$ cat config.mk
export PLATFORM = sky130hd
export DESIGN_NAME = hazard_stall_ctrl_flat
export DESIGN_NICKNAME = d
export VERILOG_FILES = /design/src/rtl/hazard_stall_ctrl_pkg.sv /design/src/rtl/hazard_stall_ctrl_if.sv /design/src/rtl/hazard_stall_ctrl_sat_counter.sv /design/src/rtl/hazard_stall_ctrl.sv /design/src/flat_wrapper.sv
export SDC_FILE = /design/constraint.sdc
export NUM_CORES = 1
export LEC_CHECK = 0
export CAP_MARGIN = 20
export CORE_MARGIN = 3
export CORE_UTILIZATION = 35
export DETAILED_ROUTE_END_ITERATION = 8
export HOLD_SLACK_MARGIN = 0.08
export PLACE_DENSITY_LB_ADDON = 0.05
export SLEW_MARGIN = 20
export SYNTH_ARGS = -nofsm -noshare
export SYNTH_HDL_FRONTEND = slang
export SYNTH_HIERARCHICAL = 1
export SYNTH_SLANG_ARGS = --single-unit
$ cat constraint.sdc
create_clock -name clk_i -period 6.54 [get_ports clk_i]
set_clock_uncertainty 0.1 [all_clocks]
set_input_delay 0.654 -clock clk_i [delete_from_list [all_inputs] [get_ports clk_i]]
set_output_delay 0.654 -clock clk_i [all_outputs]
set_load 0.05 [all_outputs]
$ cat src/rtl/hazard_stall_ctrl_pkg.sv
// Shared types and defaults for the pipeline hazard/stall sequencer.
package pipe_ctrl_pkg;

  typedef enum logic [2:0] {
    IDLE     = 3'd0,
    RUN      = 3'd1,
    LU_STALL = 3'd2,
    MEM_WAIT = 3'd3,
    HALT     = 3'd4
  } state_t;

  localparam int TIMEOUT_DEFAULT = 1024;
  localparam int CNT_W_DEFAULT   = 32;

  // Load-use hazard: the load in EX writes a non-zero register that the
  // instruction in ID actually reads through rs1 or rs2.
  function automatic logic loadUseHazard(
    input logic       memread,
    input logic [4:0] rd,
    input logic [4:0] rs1,
    input logic       rs1Use,
    input logic [4:0] rs2,
    input logic       rs2Use
  );
    return memread && (rd != 5'd0) &&
           ((rs1Use && (rs1 == rd)) || (rs2Use && (rs2 == rd)));
  endfunction

endpackage

$ cat src/rtl/hazard_stall_ctrl_if.sv
// Bundle of the sequencer's pipeline-side signals; the sequencer is the slave.
interface hazard_stall_ctrl_if #(
  parameter int CNT_W = 32
);
  logic             start_i;
  logic [4:0]       rs1_id_i;
  logic [4:0]       rs2_id_i;
  logic             rs1_use_i;
  logic             rs2_use_i;
  logic             idex_memread_i;
  logic [4:0]       idex_rd_i;
  logic             branch_taken_i;
  logic             dmem_busy_i;
  logic             pc_write_o;
  logic             ifid_write_o;
  logic             ifid_flush_o;
  logic             idex_bubble_o;
  logic             pipe_freeze_o;
  logic [CNT_W-1:0] stall_cycles_o;
  logic [CNT_W-1:0] lu_stalls_o;
  logic             mem_timeout_o;

  modport slave (
    input  start_i, rs1_id_i, rs2_id_i, rs1_use_i, rs2_use_i,
           idex_memread_i, idex_rd_i, branch_taken_i, dmem_busy_i,
    output pc_write_o, ifid_write_o, ifid_flush_o, idex_bubble_o,
           pipe_freeze_o, stall_cycles_o, lu_stalls_o, mem_timeout_o
  );

  modport master (
    output start_i, rs1_id_i, rs2_id_i, rs1_use_i, rs2_use_i,
           idex_memread_i, idex_rd_i, branch_taken_i, dmem_busy_i,
    input  pc_write_o, ifid_write_o, ifid_flush_o, idex_bubble_o,
           pipe_freeze_o, stall_cycles_o, lu_stalls_o, mem_timeout_o
  );
endinterface

$ cat src/rtl/hazard_stall_ctrl_sat_counter.sv
// Event counter that sticks at all-ones instead of wrapping.
module sat_counter #(
  parameter int W = 32
) (
  input  logic         clk_i,
  input  logic         rst_i,
  input  logic         inc_i,
  output logic [W-1:0] cnt_o
);

  logic [W-1:0] r_cnt;

  // Count one per enabled cycle until the counter is full, then hold.
  always_ff @(posedge clk_i or negedge rst_i) begin
    if (!rst_i) begin
      r_cnt <= '0;
    end else if (inc_i && (r_cnt != {W{1'b1}})) begin
      r_cnt <= r_cnt + W'(1);
    end
  end

  assign cnt_o = r_cnt;

endmodule

$ cat src/rtl/hazard_stall_ctrl.sv
// Pipeline sequencer: load-use bubbles, memory freezes, branch flush gating,
// start/halt control and stall performance counters.
module hazard_stall_ctrl
  import pipe_ctrl_pkg::*;
#(
  parameter int TIMEOUT = TIMEOUT_DEFAULT,
  parameter int CNT_W   = CNT_W_DEFAULT
) (
  input logic                 clk_i,
  input logic                 rst_i,
  hazard_stall_ctrl_if.slave  bus
);

  localparam int WAIT_W = $clog2(TIMEOUT + 1);

  state_t            r_state;
  logic [WAIT_W-1:0] r_waitCnt;
  logic              r_timeout;

  logic w_lu;
  logic w_pcWrite;
  logic w_ifidWrite;
  logic w_flush;
  logic w_bubble;
  logic w_freeze;
  logic w_active;
  logic w_stallInc;

  assign w_lu = loadUseHazard(bus.idex_memread_i, bus.idex_rd_i,
                              bus.rs1_id_i, bus.rs1_use_i,
                              bus.rs2_id_i, bus.rs2_use_i);

  assign w_active = (r_state == RUN) || (r_state == LU_STALL) || (r_state == MEM_WAIT);

  // Zero-latency control decode: busy beats a hazard, a hazard beats advancing,
  // and a hazard suppresses the flush because the branch saw a stale operand.
  always_comb begin
    w_pcWrite   = 1'b0;
    w_ifidWrite = 1'b0;
    w_flush     = 1'b0;
    w_bubble    = 1'b0;
    w_freeze    = 1'b1;
    if (w_active && !bus.dmem_busy_i) begin
      if (w_lu && (r_state != LU_STALL)) begin
        w_bubble = 1'b1;
        w_freeze = 1'b0;
      end else begin
        w_pcWrite   = 1'b1;
        w_ifidWrite = 1'b1;
        w_freeze    = 1'b0;
        w_flush     = bus.branch_taken_i;
      end
    end
  end

  // Sequencer state, memory-wait timer and sticky timeout flag.
  always_ff @(posedge clk_i or negedge rst_i) begin
    if (!rst_i) begin
      r_state   <= IDLE;
      r_waitCnt <= '0;
      r_timeout <= 1'b0;
    end else begin
      case (r_state)
        IDLE: begin
          if (bus.start_i) r_state <= RUN;
        end
        RUN, LU_STALL: begin
          if (bus.dmem_busy_i) begin
            r_state   <= MEM_WAIT;
            r_waitCnt <= '0;
          end else begin
            r_state <= w_bubble ? LU_STALL : RUN;
          end
        end
        MEM_WAIT: begin
          if (bus.dmem_busy_i) begin
            if (r_waitCnt == WAIT_W'(TIMEOUT - 1)) begin
              r_state   <= HALT;
              r_timeout <= 1'b1;
            end else begin
              r_waitCnt <= r_waitCnt + WAIT_W'(1);
            end
          end else begin
            r_state <= w_bubble ? LU_STALL : RUN;
          end
        end
        HALT: begin
          r_state <= HALT;
        end
        default: begin
          r_state <= IDLE;
        end
      endcase
    end
  end

  assign w_stallInc = w_active && !w_pcWrite;

  sat_counter #(.W(CNT_W)) u_stallCnt (
    .clk_i (clk_i),
    .rst_i (rst_i),
    .inc_i (w_stallInc),
    .cnt_o (bus.stall_cycles_o)
  );

  sat_counter #(.W(CNT_W)) u_luCnt (
    .clk_i (clk_i),
    .rst_i (rst_i),
    .inc_i (w_bubble),
    .cnt_o (bus.lu_stalls_o)
  );

  assign bus.pc_write_o    = w_pcWrite;
  assign bus.ifid_write_o  = w_ifidWrite;
  assign bus.ifid_flush_o  = w_flush;
  assign bus.idex_bubble_o = w_bubble;
  assign bus.pipe_freeze_o = w_freeze;
  assign bus.mem_timeout_o = r_timeout;

endmodule

$ cat src/flat_wrapper.sv
// flat-port wrapper written by rule: the top's interface ports become plain ports
module hazard_stall_ctrl_flat import pipe_ctrl_pkg::*;
#(
  parameter int TIMEOUT = TIMEOUT_DEFAULT,
  parameter int CNT_W   = CNT_W_DEFAULT
)
  (clk_i, rst_i, bus_start_i, bus_rs1_id_i, bus_rs2_id_i, bus_rs1_use_i, bus_rs2_use_i, bus_idex_memread_i, bus_idex_rd_i, bus_branch_taken_i, bus_dmem_busy_i, bus_pc_write_o, bus_ifid_write_o, bus_ifid_flush_o, bus_idex_bubble_o, bus_pipe_freeze_o, bus_stall_cycles_o, bus_lu_stalls_o, bus_mem_timeout_o);
  hazard_stall_ctrl_if #(.CNT_W(CNT_W)) bus_i ();
  input logic clk_i;
  input logic rst_i;
  input wire logic [$bits(bus_i.start_i)-1:0] bus_start_i;
  input wire logic [$bits(bus_i.rs1_id_i)-1:0] bus_rs1_id_i;
  input wire logic [$bits(bus_i.rs2_id_i)-1:0] bus_rs2_id_i;
  input wire logic [$bits(bus_i.rs1_use_i)-1:0] bus_rs1_use_i;
  input wire logic [$bits(bus_i.rs2_use_i)-1:0] bus_rs2_use_i;
  input wire logic [$bits(bus_i.idex_memread_i)-1:0] bus_idex_memread_i;
  input wire logic [$bits(bus_i.idex_rd_i)-1:0] bus_idex_rd_i;
  input wire logic [$bits(bus_i.branch_taken_i)-1:0] bus_branch_taken_i;
  input wire logic [$bits(bus_i.dmem_busy_i)-1:0] bus_dmem_busy_i;
  output wire logic [$bits(bus_i.pc_write_o)-1:0] bus_pc_write_o;
  output wire logic [$bits(bus_i.ifid_write_o)-1:0] bus_ifid_write_o;
  output wire logic [$bits(bus_i.ifid_flush_o)-1:0] bus_ifid_flush_o;
  output wire logic [$bits(bus_i.idex_bubble_o)-1:0] bus_idex_bubble_o;
  output wire logic [$bits(bus_i.pipe_freeze_o)-1:0] bus_pipe_freeze_o;
  output wire logic [$bits(bus_i.stall_cycles_o)-1:0] bus_stall_cycles_o;
  output wire logic [$bits(bus_i.lu_stalls_o)-1:0] bus_lu_stalls_o;
  output wire logic [$bits(bus_i.mem_timeout_o)-1:0] bus_mem_timeout_o;
  assign bus_i.start_i = bus_start_i;
  assign bus_i.rs1_id_i = bus_rs1_id_i;
  assign bus_i.rs2_id_i = bus_rs2_id_i;
  assign bus_i.rs1_use_i = bus_rs1_use_i;
  assign bus_i.rs2_use_i = bus_rs2_use_i;
  assign bus_i.idex_memread_i = bus_idex_memread_i;
  assign bus_i.idex_rd_i = bus_idex_rd_i;
  assign bus_i.branch_taken_i = bus_branch_taken_i;
  assign bus_i.dmem_busy_i = bus_dmem_busy_i;
  assign bus_pc_write_o = bus_i.pc_write_o;
  assign bus_ifid_write_o = bus_i.ifid_write_o;
  assign bus_ifid_flush_o = bus_i.ifid_flush_o;
  assign bus_idex_bubble_o = bus_i.idex_bubble_o;
  assign bus_pipe_freeze_o = bus_i.pipe_freeze_o;
  assign bus_stall_cycles_o = bus_i.stall_cycles_o;
  assign bus_lu_stalls_o = bus_i.lu_stalls_o;
  assign bus_mem_timeout_o = bus_i.mem_timeout_o;
  hazard_stall_ctrl #(.TIMEOUT(TIMEOUT), .CNT_W(CNT_W)) u_core (.clk_i(clk_i), .rst_i(rst_i), .bus(bus_i));
endmodule
-- Yosys cells after proc, flatten, opt, wreduce, memory -nomap -nowiden
Index checks and enable logic that the tools add are counted.
- add/sub/neg operators: 3
- equal/unequal tests: 15
- multiplexer cells: 17
- reductions and logical operators: 21
- operators by type and width (kind ; number):
    32-bit by 1-bit adder with 32-bit output (second input constant) ; 2
    32-bit inequality test (second input constant) ; 2
    11-bit 2-to-1 mux ; 3
    11-bit one-hot mux with 2 select lines ; 1
    3-bit 2-to-1 mux ; 4
    3-bit one-hot mux with 4 select lines ; 1
    11-bit by 1-bit adder with 11-bit output (second input constant) ; 1
    11-bit by 10-bit equality test with 1-bit output (second input constant) ; 1
    5-bit equality test ; 2
    1-bit logical AND ; 9
    2-bit inequality test (second input constant) ; 4
    1-bit 2-to-1 mux ; 7
    3-bit by 2-bit equality test with 1-bit output (second input constant) ; 2
    5-bit nonzero test ; 1
    4-bit AND reduction ; 1
    3-bit by 1-bit equality test with 1-bit output (second input constant) ; 1
    3-bit equality test (second input constant) ; 1
    3-bit zero test ; 1
    1-bit logical OR ; 3
    3-bit by 2-bit inequality test with 1-bit output (second input constant) ; 1
    3-bit inequality test (second input constant) ; 1
    3-bit AND reduction ; 1
    1-bit zero test ; 2
    2-bit 2-to-1 mux ; 1
    other kinds (3) ; 3
- flip-flop bits (word level): 79
- bits of input ports: 23
- logic and storage cells: 61

-- Depth between registers and ports, before layout
- depth after elaboration: 10
- mapped depth: 11
- mapped depth without buffers: 10

-- By module
Netlist, hierarchy kept.
- by module, submodules not included (module ; times used ; cells an instance ; area each (sq um) ; sequential area each (sq um)):
    sat_counter ; 2 ; 151 ; 1624.1 ; 800.8
    hazard_stall_ctrl ; 1 ; 103 ; 974.7 ; 375.4

-- Worst setup path before layout
No wires, ideal clock.
- kind: in2reg
- start: in bus_dmem_busy_i
- end: reg u_core.u_luCnt.r_cnt[29] (netlist: u_core/u_luCnt/cnt_o[29])
- setup time: 82 ps
- data arrival time: 3352 ps
- required time: 6358 ps
- setup slack: 3006 ps
- stages on the path: 8
- path buffers: 1
- cells stage by stage: or3_2 -> nor2_1 -> and3_1 -> nor2b_1 -> clkbuf_1 -> nand4_1 -> nor4_2 -> xor2_1
- longest elaborated chain between the ends: 4
- RTL lines (item ; line ; source):
    start, declared ; flat_wrapper.sv:19 ; input wire logic [$bits(bus_i.dmem_busy_i)-1:0] bus_dmem_busy_i;
    1-bit zero test ; hazard_stall_ctrl.sv:43 ; if (w_active && !bus.dmem_busy_i) begin
    1-bit logical AND ; hazard_stall_ctrl.sv:43 ;
    1-bit 2-to-1 mux ; hazard_stall_ctrl.sv:43 ;
    named net bus_idex_bubble_o ; flat_wrapper.sv:23 ; output wire logic [$bits(bus_i.idex_bubble_o)-1:0] bus_idex_bubble_o;
    1-bit logical AND ; hazard_stall_ctrl_sat_counter.sv:17 ; end else if (inc_i && (r_cnt != {W{1'b1}})) begin
    end signal, assigned ; hazard_stall_ctrl_sat_counter.sv:18 ; r_cnt <= r_cnt + W'(1);
    end, declared ; hazard_stall_ctrl_sat_counter.sv:11 ; logic [W-1:0] r_cnt;
The timed path passes the listed nets, and every way through them passes these cells.
A chain may end at the register's enable or synchronous reset.

-- Worst setup path after layout
- start: in bus_idex_rd_i[4]
- end: out bus_idex_bubble_o
- longest elaborated chain between the ends: 7
- elaborated cells between the ends (all ways): 11
- classes of those cells: eq/ne (2); mux (2); reduce/logical (7)
- RTL lines (item ; line ; source):
    start, declared ; flat_wrapper.sv:17 ; input wire logic [$bits(bus_i.idex_rd_i)-1:0] bus_idex_rd_i;
    5-bit equality test ; hazard_stall_ctrl_pkg.sv:26 ; ((rs1Use && (rs1 == rd)) || (rs2Use && (rs2 == rd)));
    1-bit logical AND ; hazard_stall_ctrl_pkg.sv:26 ;
    1-bit logical OR ; hazard_stall_ctrl_pkg.sv:26 ;
    1-bit logical AND * ; hazard_stall_ctrl_pkg.sv:25 ; return memread && (rd != 5'd0) &&
    1-bit logical AND * ; hazard_stall_ctrl.sv:44 ; if (w_lu && (r_state != LU_STALL)) begin
    1-bit 2-to-1 mux * ; hazard_stall_ctrl.sv:44 ;
    1-bit 2-to-1 mux * ; hazard_stall_ctrl.sv:43 ;
    end, declared ; flat_wrapper.sv:23 ;
Every way passes the cells marked *; elsewhere a longest branch is shown, timed or not.

==> out/results.ini <==
[outcome]
status=finished clean

[placed_design]
hpwl_um=7729
gp_congestion=0.8080
dpl_cell_area_mm2=0.005276
portBuffers=92

[worst_setup_path]
cp.arrival_ns=3.23
worstPathCellList=clkdlybuf4s50_1 -> xnor2_1 -> nand4_1 -> o22ai_1 -> nand2_1 -> nor2_1 -> clkdlybuf4s50_1
critPathSlowestCell=clkdlybuf4s50_1
crit_top_cell=clkdlybuf4s50_1
r2r_slack_ns=3.27
crit-reg2reg-capture=u_core/u_stallCnt/cnt_o[29]
cp_data_required_time_ns=5.79
startpoint_type=primary input
end_kind=output pin
reg2reg_depth=9
critPathKind=primary input to output pin
crit_fanout=7
slowest_delay_ns=0.92
r2r_start=u_core/r_state[2]

[cells_and_area]
n_antenna_cell=0
area_growth_pct=32.00
seqCellArea_mm2=0.001977
drive_above_1_share=0.09073
nets=529
fillers=1111
multiInputGateArea_mm2=0.002176
final_area_mm2=0.005574

[floorplanning]
chipHeight_um=115.8
die_w_um=115.8
start_util=0.3636
core-area_mm2=0.01161
dieArea_mm2=0.01342
ios=93
rows=39

[route]
drc=0
avgRoutedWirePerCell_um=16.06
wl_met1_um=4735
wl_um=10440
drt_first_iter_violations=162
via_per_inst=5.249
final_antenna_net_count=0
wl_met2_um=5267
dr.max_layer_used=met4
dr.pass1.iters=6
route.met3.wl_um=379
vias=3412

[clock_network]
postCtsSetupRepairBufs=0
cts_buffers=9
holdBufCountCts=0
cts-root-buf=clkbuf_16
clk_pin_slew_ns=0.06
htree_levels=3
cts_tree=yes
clkLatencyLatePin_ns=0.33
cts_buffer_depth=2
cts.sinks=79
cts_resized=0

[logic_synthesis]
yosysMostFrequentCell=dfrtp_1
synthDistinctLibCells=50
synth_top_cell_area_share=0.4681
avgSynthCellArea_um2=10.43
synth_edf_count=0
synth_cells=405
synth_seq_cells=79
synth.top_cells.by_area=dfrtp_1, xnor2_1, nand4_1, nand2_1, nand3_1
synth.net_count=431
synth-main-ff-cell=dfrtp_1
seq_area_frac_synth=0.4681
async_flop_share=1.000
ys_top_cells_by_count=dfrtp_1, xnor2_1, nand2_1
yosysTopAreaCell=dfrtp_1
yosys_warnings=6
netlist_area_mm2=0.004223

[sta]
setup_viol=0
max_slew_margin=0.4635
period_needed_ns=3.989
hold_viol=0
setup_tns_ns=0
finalCritPeriodShare=0.6099
rsz0062_at_grt=no
maxSlewViolCount=0
fmax_mhz=250.7
worst_pin_slew_ns=0.7999

[grt]
grt_pass1_vias=3417
grt.overflow.total=0
track_usage=0.1655
grt_pass1_wl_um=17710
grt_max_degree=51
antenna_found_initial=0

[power_and_ir_drop]
power_density_mw_per_mm2=250.6
power_leakage_nw=2.236
ir_worst_vdd_v=0.0001135

[job]
cap_viol_max_count=0

[min_path]
hp-class=primary input to asynchronous set/reset pin

==> cell usage in the layout (no fill, tap or decap), types with 3 or more instances in the layout <==
master | Yosys | final
o211ai_1 | 4 | 4
and4_1 | 8 | 8
nor2_1 | 32 | 32
xnor2_1 | 64 | 64
clkdlybuf4s50_1 | 0 | 91
nor3_2 | 4 | 4
clkbuf_16 | 0 | 9
nor3_1 | 8 | 8
or4_4 | 4 | 4
xor2_1 | 11 | 11
mux2_2 | 3 | 3
nand2_1 | 43 | 43
ha_1 | 3 | 3
nand4_1 | 34 | 34
nand3_1 | 32 | 32
inv_1 | 5 | 5
a21oi_1 | 6 | 6
clkinv_2 | 0 | 3
o21ai_0 | 4 | 4
dfrtp_1 | 79 | 79
nor4_1 | 8 | 8
and3_1 | 6 | 6
nand3b_1 | 4 | 4
==> stage by stage <==
step / std cells / utilization / hold WS, ns / worst slack, ns / power (mW)
2_1_floorplan: 405 / - / 0.2584 / 3.006 / 0.7849
3_3_place_gp: 635 / 0.4543 / 0.3531 / 2.577 / 0.9049
3_5_place_dp: 635 / 0.4543 / 0.3651 / 2.449 / 0.9059
4_1_cts: 650 / 0.4800 / 0.1546 / 2.559 / 1.418
5_1_grt: 650 / 0.4800 / 0.1713 / 2.336 / 1.466
6_report: 650 / 0.4800 / 0.1471 / 2.551 / 1.397
==> per-layer routing <==
metal | global-route usage | up-vias
met5 | 0 | -
met4 | 0.03712 | 0
met3 | 0.03864 | 5
met2 | 0.2777 | 62
met1 | 0.2182 | 1684
li1 | - | 1661
==> cell families (layout without fill, tap and decap cells) <==
logic type,after synthesis,after routing,synth area share
simple gates,205,205,0.2862
flops,79,79,0.4681
xor+xnor,75,75,0.1556
compound gates,25,25,0.04652
buf+inv,11,113,0.01659
mux,7,7,0.01807
fa+ha+maj,3,3,0.008890
==> report_power, final <==
part	switching [mW]	total (mW)	internal, mW
Sequential	0.0483	0.572	0.524
Clock	0.192	0.504	0.312
Combinational	0.200	0.320	0.120
Total	0.440	1.40	0.956
==> worst max-delay path: cells and delay by family <==
family / cells / cell delay [ns]
AND/OR/NAND/NOR: 3 / 0.71
AO/OA/AOI/OAI: 1 / 0.25
buffers and inverters: 2 / 1.39
XOR/XNOR: 1 / 0.22
==> flip-flops by register name, summed over array words and instances (netlist names) <==
signal                    cells
u_core/r_state                3
u_core/r_waitCnt             11
u_core/bus.mem_timeout_o      1
u_core/u_luCnt/cnt_o         32
u_core/u_stallCnt/cnt_o      32
==> worst max path at each step <==
| stage | depth (start not counted) | to | startpoint |
|---|---|---|---|
| after CTS | 7 | bus_idex_bubble_o | bus_idex_rd_i[4] |
| after detailed placement | 11 | u_core/u_stallCnt/cnt_o[29] | bus_idex_rd_i[4] |
| after floorplan | 8 | u_core/u_luCnt/cnt_o[29] | bus_dmem_busy_i |
| final | 7 | bus_idex_bubble_o | bus_idex_rd_i[4] |
| after global placement | 11 | u_core/u_stallCnt/cnt_o[29] | bus_idex_rd_i[1] |
| after global routing | 7 | bus_idex_bubble_o | bus_idex_rd_i[4] |
==> cell type report <==
class,instances,area share
clock buffer,11,0.04534
inverter,5,0.003367
multi-input combinational,315,0.3903
sequential,79,0.3547
timing repair buffer,93,0.1661
clock inverter,4,0.008081
tap,143,0.03210
Note: power is estimated with default switching activity, not from simulation.
